[src/rtl/issue_pkg.sv]
// Decoded-instruction packet layout and field helpers shared by the scheduler and its buffer.
package issue_pkg;

  localparam int ISS_DEPTH = 8;
  localparam int ISS_PKT_W = 86;
  localparam int REG_AW    = 5;

  // Bit 85 is spare.
  localparam int PC_LSB      = 0;
  localparam int INST_LSB    = 32;
  localparam int RD_LSB      = 64;
  localparam int RD_WEN_BIT  = 69;
  localparam int RS1_LSB     = 70;
  localparam int RS1_REN_BIT = 75;
  localparam int RS2_LSB     = 76;
  localparam int RS2_REN_BIT = 81;
  localparam int IS_MEM_BIT  = 82;
  localparam int IS_LOAD_BIT = 83;
  localparam int IS_BR_BIT   = 84;

  typedef logic [ISS_PKT_W-1:0] pkt_t;
  typedef logic [REG_AW-1:0]    reg_addr_t;

  function automatic logic [31:0] pkt_pc(input pkt_t p);
    return p[PC_LSB +: 32];
  endfunction

  function automatic logic [31:0] pkt_inst(input pkt_t p);
    return p[INST_LSB +: 32];
  endfunction

  function automatic reg_addr_t pkt_rd(input pkt_t p);
    return p[RD_LSB +: REG_AW];
  endfunction

  function automatic logic pkt_rd_wen(input pkt_t p);
    return p[RD_WEN_BIT];
  endfunction

  function automatic reg_addr_t pkt_rs1(input pkt_t p);
    return p[RS1_LSB +: REG_AW];
  endfunction

  function automatic logic pkt_rs1_ren(input pkt_t p);
    return p[RS1_REN_BIT];
  endfunction

  function automatic reg_addr_t pkt_rs2(input pkt_t p);
    return p[RS2_LSB +: REG_AW];
  endfunction

  function automatic logic pkt_rs2_ren(input pkt_t p);
    return p[RS2_REN_BIT];
  endfunction

  function automatic logic pkt_is_mem(input pkt_t p);
    return p[IS_MEM_BIT];
  endfunction

  function automatic logic pkt_is_load(input pkt_t p);
    return p[IS_LOAD_BIT];
  endfunction

  function automatic logic pkt_is_br(input pkt_t p);
    return p[IS_BR_BIT];
  endfunction

  // x0 is hardwired, so a source or destination of x0 never forms a dependency.
  function automatic logic pkt_reads(input pkt_t p, input reg_addr_t a);
    return (a != '0) &&
           ((pkt_rs1_ren(p) && (pkt_rs1(p) == a)) ||
            (pkt_rs2_ren(p) && (pkt_rs2(p) == a)));
  endfunction

  function automatic logic pkt_writes(input pkt_t p);
    return pkt_rd_wen(p) && (pkt_rd(p) != '0);
  endfunction

endpackage

[src/rtl/iss_buffer.sv]
// 2-in/2-out circular instruction buffer; exposes head and head+1 combinationally.
module iss_buffer
  import issue_pkg::*;
#(
  parameter int DEPTH = ISS_DEPTH,
  parameter int PKT_W = ISS_PKT_W
) (
  input  logic                     clk,
  input  logic                     rst,
  input  logic                     flush,
  input  logic [1:0]               enq_cnt,
  input  logic [1:0]               deq_cnt,
  input  logic [PKT_W-1:0]         wr_pkt0,
  input  logic [PKT_W-1:0]         wr_pkt1,
  output logic [PKT_W-1:0]         head_pkt0,
  output logic [PKT_W-1:0]         head_pkt1,
  output logic [$clog2(DEPTH):0]   count
);

  localparam int PW = $clog2(DEPTH);
  localparam int CW = PW + 1;

  logic [PW-1:0]    wr_ptr_q, wr_ptr_d;
  logic [PW-1:0]    rd_ptr_q, rd_ptr_d;
  logic [CW-1:0]    count_q, count_d;
  logic [PKT_W-1:0] mem_q [DEPTH];
  logic [PKT_W-1:0] mem_d [DEPTH];

  always_comb begin
    mem_d    = mem_q;
    wr_ptr_d = wr_ptr_q;
    rd_ptr_d = rd_ptr_q;
    count_d  = count_q;
    if (flush) begin
      wr_ptr_d = '0;
      rd_ptr_d = '0;
      count_d  = '0;
    end else begin
      if (enq_cnt != 2'd0) mem_d[wr_ptr_q] = wr_pkt0;
      if (enq_cnt == 2'd2) mem_d[wr_ptr_q + PW'(1)] = wr_pkt1;
      // Pointers are exactly PW bits wide, so the adds wrap mod DEPTH.
      wr_ptr_d = wr_ptr_q + PW'(enq_cnt);
      rd_ptr_d = rd_ptr_q + PW'(deq_cnt);
      count_d  = count_q + CW'(enq_cnt) - CW'(deq_cnt);
    end
  end

  always_ff @(posedge clk) begin
    if (rst) begin
      wr_ptr_q <= '0;
      rd_ptr_q <= '0;
      count_q  <= '0;
    end else begin
      wr_ptr_q <= wr_ptr_d;
      rd_ptr_q <= rd_ptr_d;
      count_q  <= count_d;
    end
    mem_q <= mem_d;
  end

  assign head_pkt0 = mem_q[rd_ptr_q];
  assign head_pkt1 = mem_q[rd_ptr_q + PW'(1)];
  assign count     = count_q;

endmodule

[src/rtl/dual_issue_scheduler.sv]
// In-order dual-issue pairing scheduler: buffers decode output, issues 0/1/2 per cycle,
// resolving load-use hazards by splitting pairs or inserting a single bubble.
module dual_issue_scheduler
  import issue_pkg::*;
#(
  parameter int DEPTH         = ISS_DEPTH,
  parameter int RF_ADDR_WIDTH = 5,
  parameter int PKT_W         = ISS_PKT_W
) (
  input  logic             clk,
  input  logic             rst,
  input  logic [1:0]       dec_valid,
  input  logic [PKT_W-1:0] dec_pkt0,
  input  logic [PKT_W-1:0] dec_pkt1,
  output logic             dec_ready,
  input  logic             ex_stall,
  input  logic             flush,
  output logic             iss0_valid,
  output logic [PKT_W-1:0] iss0_pkt,
  output logic             iss1_valid,
  output logic [PKT_W-1:0] iss1_pkt
);

  localparam int CW = $clog2(DEPTH) + 1;

  logic [CW-1:0]    buf_count;
  logic [PKT_W-1:0] head0, head1;
  logic [1:0]       enq_cnt, deq_cnt;

  logic                     iss0_valid_q, iss0_valid_d;
  logic                     iss1_valid_q, iss1_valid_d;
  logic [PKT_W-1:0]         iss0_pkt_q, iss0_pkt_d;
  logic [PKT_W-1:0]         iss1_pkt_q, iss1_pkt_d;
  logic                     ld_pend_v_q, ld_pend_v_d;
  logic [RF_ADDR_WIDTH-1:0] ld_pend_rd_q, ld_pend_rd_d;

  logic h_vld, h1_vld, bubble, pair_ok, issue0, issue1;

  iss_buffer #(.DEPTH(DEPTH), .PKT_W(PKT_W)) u_buf (
    .clk       (clk),
    .rst       (rst),
    .flush     (flush),
    .enq_cnt   (enq_cnt),
    .deq_cnt   (deq_cnt),
    .wr_pkt0   (dec_pkt0),
    .wr_pkt1   (dec_pkt1),
    .head_pkt0 (head0),
    .head_pkt1 (head1),
    .count     (buf_count)
  );

  assign dec_ready = !rst && (buf_count <= CW'(DEPTH - 2));

  always_comb begin
    enq_cnt = 2'd0;
    if (dec_ready && !flush && dec_valid[0]) enq_cnt = dec_valid[1] ? 2'd2 : 2'd1;
  end

  always_comb begin
    h_vld   = buf_count >= CW'(1);
    h1_vld  = buf_count >= CW'(2);
    bubble  = h_vld && ld_pend_v_q && pkt_reads(head0, REG_AW'(ld_pend_rd_q));
    // Slot0 result forwarding covers ALU RAW into slot1, so only load results split a pair.
    pair_ok = h1_vld
           && !pkt_is_mem(head1)
           && !pkt_is_br(head0)
           && !(pkt_is_load(head0) && (pkt_rd(head0) != '0) && pkt_reads(head1, pkt_rd(head0)))
           && !(pkt_writes(head0) && pkt_writes(head1) && (pkt_rd(head0) == pkt_rd(head1)))
           && !(ld_pend_v_q && pkt_reads(head1, REG_AW'(ld_pend_rd_q)));
    issue0  = h_vld && !bubble;
    issue1  = issue0 && pair_ok;
    deq_cnt = 2'd0;
    if (!flush && !ex_stall) deq_cnt = {1'b0, issue0} + {1'b0, issue1};
  end

  always_comb begin
    iss0_valid_d = iss0_valid_q;
    iss1_valid_d = iss1_valid_q;
    iss0_pkt_d   = iss0_pkt_q;
    iss1_pkt_d   = iss1_pkt_q;
    ld_pend_v_d  = ld_pend_v_q;
    ld_pend_rd_d = ld_pend_rd_q;
    if (flush) begin
      iss0_valid_d = 1'b0;
      iss1_valid_d = 1'b0;
      ld_pend_v_d  = 1'b0;
    end else if (!ex_stall) begin
      iss0_valid_d = issue0;
      iss1_valid_d = issue1;
      iss0_pkt_d   = head0;
      iss1_pkt_d   = head1;
      // Any non-stalled cycle after a load gives its result time to arrive.
      if (issue0 && pkt_is_load(head0) && (pkt_rd(head0) != '0)) begin
        ld_pend_v_d  = 1'b1;
        ld_pend_rd_d = RF_ADDR_WIDTH'(pkt_rd(head0));
      end else begin
        ld_pend_v_d  = 1'b0;
      end
    end
  end

  always_ff @(posedge clk) begin
    if (rst) begin
      iss0_valid_q <= 1'b0;
      iss1_valid_q <= 1'b0;
      ld_pend_v_q  <= 1'b0;
      ld_pend_rd_q <= '0;
    end else begin
      iss0_valid_q <= iss0_valid_d;
      iss1_valid_q <= iss1_valid_d;
      ld_pend_v_q  <= ld_pend_v_d;
      ld_pend_rd_q <= ld_pend_rd_d;
    end
    iss0_pkt_q <= iss0_pkt_d;
    iss1_pkt_q <= iss1_pkt_d;
  end

  assign iss0_valid = iss0_valid_q;
  assign iss1_valid = iss1_valid_q;
  assign iss0_pkt   = iss0_pkt_q;
  assign iss1_pkt   = iss1_pkt_q;

endmodule

[config.mk]
export PLATFORM = sky130hd
export DESIGN_NAME = dual_issue_scheduler
export DESIGN_NICKNAME = d
export VERILOG_FILES = /design/src/rtl/issue_pkg.sv /design/src/rtl/iss_buffer.sv /design/src/rtl/dual_issue_scheduler.sv
export SDC_FILE = /design/constraint.sdc
export NUM_CORES = 2
export LEC_CHECK = 0
export CORE_ASPECT_RATIO = 1.4
export CORE_MARGIN = 4
export CORE_UTILIZATION = 50
export DETAILED_ROUTE_END_ITERATION = 7
export PLACE_DENSITY = 0.71
export RECOVER_POWER = 25
export SETUP_SLACK_MARGIN = 0.05
export SLEW_MARGIN = 25
export SYNTH_ARGS = -nofsm -noshare
export SYNTH_HDL_FRONTEND = slang
export SYNTH_SLANG_ARGS = --single-unit
[constraint.sdc]
create_clock -name clk -period 25 [get_ports clk]
set_input_delay 5 -clock clk [delete_from_list [all_inputs] [get_ports clk]]
set_output_delay 5 -clock clk [all_outputs]
set_load 0.05 [all_outputs]
# --- After elaboration in Yosys (flattened, before gate mapping) ---
# Index checks and enable logic that the tools add are counted.
word_totals:
  out_inout_bits: 175
  inputBits: 178
  ff_bits: 878
  elab_cells: 118
op_classes:
  n_mux: 19
  n_bitwise: 6
  add_sub_neg: 7
  reduce_logical: 52
  eq_ne: 8
  order_cmp: 9
ops:
  columns: ["operator", "count"]
  rows:
  - ["688-bit 2-to-1 mux", 3]
  - ["688-bit bitwise mux", 2]
  - ["86-bit binary-select mux with 3-bit select", 2]
  - ["86-bit demux with 3-bit select", 2]
  - ["86-bit 2-to-1 mux", 6]
  - ["5-bit equality test", 7]
  - ["1-bit logical AND", 33]
  - ["4-bit greater-or-equal comparator (second input constant)", 4]
  - ["3-bit inverter with 4-bit output", 4]
  - ["5-bit nonzero test", 3]
  - ["1-bit logical NOT", 9]
  - ["4-bit by 1-bit less-than comparator with 1-bit output (second input constant)", 2]
  - ["3-bit by 1-bit adder with 3-bit output (second input constant)", 2]
  - ["3-bit by 2-bit adder with 3-bit output", 2]
  - ["2-bit 2-to-1 mux", 3]
  - ["4-bit by 2-bit adder with 4-bit output", 1]
  - ["4-bit by 1-bit greater-or-equal comparator with 1-bit output (second input constant)", 1]
  - ["4-bit by 2-bit greater-or-equal comparator with 1-bit output (second input constant)", 1]
  - ["4-bit by 3-bit <= comparator with 1-bit output (second input constant)", 1]
  - ["4-bit by 2-bit subtractor with 4-bit output", 1]
  - ["1-bit logical OR", 3]
  - ["3-bit AND reduction", 1]
  - ["1-bit by 1-bit adder with 2-bit output", 1]
  - ["2-bit equality test (second input constant)", 1]
  - ["5 further kinds", 6]

# --- Longest topological paths before layout ---
logic_depth:
  ltp_word: 18
  ltp_mapped: 20
  depth_no_buf: 16

# --- Modules after synthesis ---
# From an unflattened synthesis, not the netlist that was laid out.
hier_totals:
  hier_cells: 5280
  area_unflattened_um2: 56098.8
modules_own_cells:
  columns: ["mod", "seq_area_each_um2", "area_per_inst_um2", "cells_each", "n_inst"]
  rows:
  - ["iss_buffer", 20860.0, 50045.5, 5000, 1]
  - ["dual_issue_scheduler", 5325.1, 6053.3, 280, 1]

# --- Worst setup path before layout ---
# OpenSTA, ideal clock, no wires.
synth_timing:
  path_kind: "input to register"
  startpoint: "in flush"
  endpoint: "reg u_buf.mem_q[390] in the netlist's numbering (data pin)"
  arrival_time_ns: 21.199
  path_buffers: 4
  t_required_ns: 24.730
  cell_stages: 10
  slack_ns: 3.531
  setup_time_ns: 0.270
  path_cell_list: "inv_1 > and3_1 > and2_1 > clkbuf_1 > nor3b_1 > clkbuf_1 > buf_4 > buf_4 > mux2i_1 > a21oi_1"
synth_via:
  elab_chain_cells: 9
  elab_cells_between_ends: 10
  classes_between: "1 x eq/ne; 5 x mux; 4 x reduce/logical"
synth_rtl:
  columns: ["element", "line", "text"]
  rows:
  - ["from (decl)", "dual_issue_scheduler.sv:17", "input logic flush,"]
  - ["1-bit logical NOT *", "dual_issue_scheduler.sv:56", "if (dec_ready && !flush && dec_valid[0]) enq_cnt = dec_valid[1] ? 2'd2 : 2'd1;"]
  - ["1-bit logical AND * (2 in a row)", "dual_issue_scheduler.sv:56", null]
  - ["2-bit 2-to-1 mux *", "dual_issue_scheduler.sv:56", null]
  - ["2-bit nonzero test", "iss_buffer.sv:39", "if (enq_cnt != 2'd0) mem_d[wr_ptr_q] = wr_pkt0;"]
  - ["688-bit 2-to-1 mux", "iss_buffer.sv:39", null]
  - ["688-bit 2-to-1 mux", "iss_buffer.sv:34", "if (flush) begin"]
  - ["688-bit bitwise mux", "iss_buffer.sv:40", "if (enq_cnt == 2'd2) mem_d[wr_ptr_q + PW'(1)] = wr_pkt1;"]
  - ["688-bit 2-to-1 mux *", "iss_buffer.sv:40", null]
  - ["to (signal assigned)", "iss_buffer.sv:58", "mem_q <= mem_d;"]
  - ["to (decl)", "iss_buffer.sv:26", "logic [PKT_W-1:0] mem_q [DEPTH];"]
# Mark *: on every way between the ends. The rest lies on a longest branch, timed or not. The select of a mux whose other input is x is not followed.
# A chain may end at the register's enable or synchronous reset.

# --- Worst setup path in the final report ---
layout_timing:
  startpoint: "reg u_buf.rd_ptr_q[0]"
  endpoint: "reg u_buf.count_q[3] (netlist: u_buf.count[3])"
layout_via:
  elab_cells_between_ends: 54
  classes_between: "3 x add/sub; 7 x eq/ne; 7 x mux; 2 x bitwise; 35 x reduce/logical"
layout_rtl:
  columns: ["element", "line", "text"]
  rows:
  - ["from (decl)", "iss_buffer.sv:24", "logic [PW-1:0] rd_ptr_q, rd_ptr_d;"]
  - ["from (signal assigned)", "iss_buffer.sv:55", "rd_ptr_q <= rd_ptr_d;"]
  - ["3-bit inverter with 4-bit output (implied by the code) *", "iss_buffer.sv:61", "assign head_pkt0 = mem_q[rd_ptr_q];"]
  - ["86-bit binary-select mux with 3-bit select *", "iss_buffer.sv:61", null]
  - ["86-bit 2-to-1 mux (implied by the code) * (2 in a row)", "iss_buffer.sv:61", null]
  - ["via head0[64]", "dual_issue_scheduler.sv:27", "logic [PKT_W-1:0] head0, head1;"]
  - ["5-bit equality test (on tied branches)", "issue_pkg.sv:71, issue_pkg.sv:72", null]
  - ["1-bit logical AND (on tied branches)", "issue_pkg.sv:71, issue_pkg.sv:72", null]
  - ["1-bit logical OR", "issue_pkg.sv:71", "((pkt_rs1_ren(p) && (pkt_rs1(p) == a)) ||"]
  - ["1-bit logical AND", "issue_pkg.sv:70", "return (a != '0) &&"]
  - ["1-bit logical AND", "dual_issue_scheduler.sv:67", "&& !(pkt_is_load(head0) && (pkt_rd(head0) != '0) && pkt_reads(head1, pkt_rd(head0)))"]
  - ["1-bit logical NOT", "dual_issue_scheduler.sv:67", null]
  - ["1-bit logical AND", "dual_issue_scheduler.sv:67", null]
  - ["1-bit logical AND *", "dual_issue_scheduler.sv:68", "&& !(pkt_writes(head0) && pkt_writes(head1) && (pkt_rd(head0) == pkt_rd(head1)))"]
  - ["1-bit logical AND *", "dual_issue_scheduler.sv:69", "&& !(ld_pend_v_q && pkt_reads(head1, REG_AW'(ld_pend_rd_q)));"]
  - ["1-bit logical AND *", "dual_issue_scheduler.sv:71", "issue1 = issue0 && pair_ok;"]
  - ["1-bit by 1-bit adder with 2-bit output *", "dual_issue_scheduler.sv:73", "if (!flush && !ex_stall) deq_cnt = {1'b0, issue0} + {1'b0, issue1};"]
  - ["2-bit 2-to-1 mux *", "dual_issue_scheduler.sv:73", null]
  - ["4-bit by 2-bit subtractor with 4-bit output *", "iss_buffer.sv:44", "count_d = count_q + CW'(enq_cnt) - CW'(deq_cnt);"]
  - ["to (signal assigned)", "iss_buffer.sv:56", "count_q <= count_d;"]
  - ["to (decl)", "iss_buffer.sv:25", "logic [CW-1:0] count_q, count_d;"]
# Mark *: on every way through the listed nets, which the timed path passes. The rest lies on a longest branch. The select of a mux whose other input is x is not followed.

==> impl_metrics.py <==
metrics = {
    "setup_path": {
        "crit_slowest_cell": "clkbuf_1",
        "reg2regPathDepth": 16,
        "critical_path.max_fanout": 119,
        "r2r-end": "u_buf.count[3]",
        "r2r_slack_ns": 10.67,
        "cpPeakStageDelay_ns": 5.62,
        "timing.rr.start": "u_buf.rd_ptr_q[0]",
        "crit_buf_inv": 3,
        "worstSetupEndpointType": "flop",
        "crit_chain": "clkbuf_1, clkbuf_1, mux4_2, mux2i_1, inv_1, xnor2_1, nand4_1, o32a_1, o221ai_1, nand2b_1, fa_1, ha_1, a21o_1, a21oi_1, xnor2_1, nor2_1",
        "crit_required_ns": 25.57,
        "critPathKind": "flop to flop",
        "crit_family": "buffers and inverters",
        "cp.arrival_ns": 14.90,
        "worst_setup_path_start_kind": "flop",
        "cp_num_cells": 16,
    },
    "cells_and_area": {
        "layout-area-overhead-vs-synth_pct": 12.1,
        "multi_input_area_sq_um": 24400,
        "fin_area_sq_um": 59500,
        "nets": 4573,
        "n_fill_cell": 8656,
        "layout-drive-gt1-share_pct": 13.3,
        "layout.area.seq_sq_um": 26200,
    },
    "yosys": {
        "synthFlopType": "edfxtp_1",
        "yosys-top-cells-count": "edfxtp_1 (860), mux2i_1 (735), nand2_1 (575)",
        "synth_nets": 4576,
        "ys_ff_latch": 878,
        "netlist_instances": 4383,
        "async_flop_share_pct": 0,
        "synth_most_common_cell": "edfxtp_1",
        "synth_area_leaders": "edfxtp_1 (49%), mux4_2 (14%), mux2i_1 (14%)",
        "synth_top_area_share_pct": 48.7,
        "synth_top_area_cell": "edfxtp_1",
        "ys_warn_count": 0,
        "avgSynthCellArea_sq_um": 12.1,
        "synth_seq_area_share_pct": 49.4,
        "syn_area_sq_um": 53000,
        "yosysUniqueCellTypes": 65,
        "synth_edf_count": 860,
    },
    "global_routing": {
        "grt_usage_pct": 26.8,
        "gr-total-overflow": 0,
        "grt_max_degree": 173,
        "grt_pass1_wl_um": 231000,
        "grt_pass1_vias": 36400,
        "antenna_found_initial": 27,
    },
    "sta": {
        "finClkSkew_ns": 0.0440,
        "slew_headroom_pct": -436,
        "worstMarginPinSlew_ns": 8.03,
        "hold_violations": 0,
        "min_period_over_period_pct": 57.3,
        "maxClockFrequency_ghz": 0.0698,
        "rsz0062_at_grt": "false",
        "setup_violations": 0,
        "setup_tns_ns": 0,
        "fin_ws_ns": 10.67,
        "slew_violations": 820,
        "min_period_ns": 14.33,
    },
    "placed_design": {
        "placed_area_sq_um": 56600,
        "hpwl_um": 89800,
        "place_ws_ns": 13.20,
        "routabilityCongestion": 0.810,
        "portBuffers": 352,
    },
    "clock_network": {
        "clk-insertion-delay-late_ns": 0.71,
        "clock_path_buffers": 3,
        "cts.clk_slew.worst_paths_ns": 0.06,
        "cts.sinks": 878,
        "cts.repair.resized": 0,
        "cts_hold_buf": 0,
        "cts_max_level": 3,
        "postCtsSetupRepairBufs": 0,
        "clockRootBuffer": "clkbuf_16",
        "cts_tree": "built",
        "cts_made_buffers": 92,
    },
    "floorplanning": {
        "dieWidth_um": 283,
        "initial_core_util_pct": 50.3,
        "rows": 141,
        "fp.dieArea_sq_um": 111000,
        "core-area_sq_um": 105000,
        "ios": 353,
        "die_h_um": 393,
    },
    "pwr": {
        "powerDensity_nw_per_um2": 60.9,
        "p_leak_nw": 20.9,
        "ir_worst_vdd_mv": 0.0505,
    },
    "routing": {
        "drc_errors": 0,
        "vias": 36600,
        "viasPerCell": 6.27,
        "drt_iter0_drc": 4040,
        "wire_per_inst_um": 26.3,
        "first_pass_iters": 8,
        "ant_nets": 0,
        "drt_wl_total_um": 153000,
    },
    "hold_path": {
        "hp-start": "iss0_valid",
        "holdPathEnd": "iss0_valid",
        "hold_path.class": "flop to flop",
        "hold_depth": 2,
    },
    "run": {
        "maxCapViolCount": 13,
    },
    "run_status": {
        "violations": "max-capacitance violations, max-slew violations",
        "status": "complete, but fails checks",
    },
}
## final cells by class
type	instances	share of cell area [%]
Multi-Input combinational cell	2954	41.0
Timing Repair Buffer	417	6.81
Inverter	37	0.236
Clock inverter	54	0.833
Sequential cell	878	44.0
Clock buffer	116	4.16
Antenna cell	14	0.0589
Tap cell	1358	2.86
## worst min-delay path, delay by kind of cell (launching register included)
| kind | cells | cell delay [ns] |
|---|---|---|
| AO/OA/AOI/OAI | 1 | 0.06 |
| flip-flops | 1 | 0.31 |
| AND/OR/NAND/NOR | 1 | 0.07 |
## flip-flops by register name, summed over array words and instances (netlist names)
register,flops
u_buf.count,4
iss1_pkt,86
ld_pend_v_q,1
u_buf.rd_ptr_q,3
iss1_valid,1
iss0_pkt,86
u_buf.mem_q,688
ld_pend_rd_q,5
iss0_valid,1
u_buf.wr_ptr_q,3
## logic make-up after synthesis
logic type,share of synthesized area (%)
mux,30.0
simple gates,7.69
flops,49.4
compound gates,6.97
buf+inv,4.87
xor+xnor,0.642
fa+ha+maj,0.411
## placed cells by master, fill, tap and decap left out, types with 15 or more instances in the layout
cell type,Yosys,layout
clkbuf_1,262,29
o21ai_1,34,34
nand2_1,575,571
a21oi_1,348,348
o21ai_0,315,315
xnor2_1,23,22
mux2i_1,735,735
clkinv_2,0,15
clkbuf_16,0,95
dlygate4sd3_1,0,44
mux4_2,330,330
nor2_1,372,367
buf_4,71,48
clkdlybuf4s50_1,0,308
clkinv_1,0,24
mux2_1,1,29
mux2_2,82,54
dfxtp_1,18,17
edfxtp_1,860,860
inv_1,35,35
## worst max path at each step
stage | to | startpoint
5_1_grt | u_buf.count[3] | u_buf.rd_ptr_q[0]
3_3_place_gp | dec_ready | rst
2_1_floorplan | u_buf.mem_q[390] | flush
6_report | u_buf.count[3] | u_buf.rd_ptr_q[0]
3_5_place_dp | dec_ready | rst
4_1_cts | dec_ready | rst
## metrics by stage
step	utilization [%]	total power [mW]	instances	hold slack, ns
final	56.4	3.62	5828	0.484
after global routing	56.4	3.75	5821	0.501
after CTS	56.4	3.64	5814	0.483
after detailed placement	53.6	2.25	5644	0.474
after global placement	53.5	2.23	5641	0.463
after floorplan	-	2.14	4383	0.533
## power breakdown
part | total, mW | switching [mW] | internal (mW) | leakage [nW]
Combinational | 0.434 | 0.237 | 0.197 | 11.0
Clock | 1.39 | 0.610 | 0.784 | 1.45
Sequential | 1.79 | 0.0612 | 1.73 | 8.49
Total | 3.62 | 0.908 | 2.71 | 20.9
## routing by layer
| layer | up-vias | global-route usage [%] | routed length, um |
|---|---|---|---|
| met5 | - | 0 | 184 |
| met4 | 26 | 10.3 | 5780 |
| met3 | 313 | 4.46 | 11700 |
| met2 | 1559 | 44.6 | 74800 |
| met1 | 18300 | 35.5 | 60600 |
| li1 | 16300 | - | - |
Power figures use the tool's default switching activity.
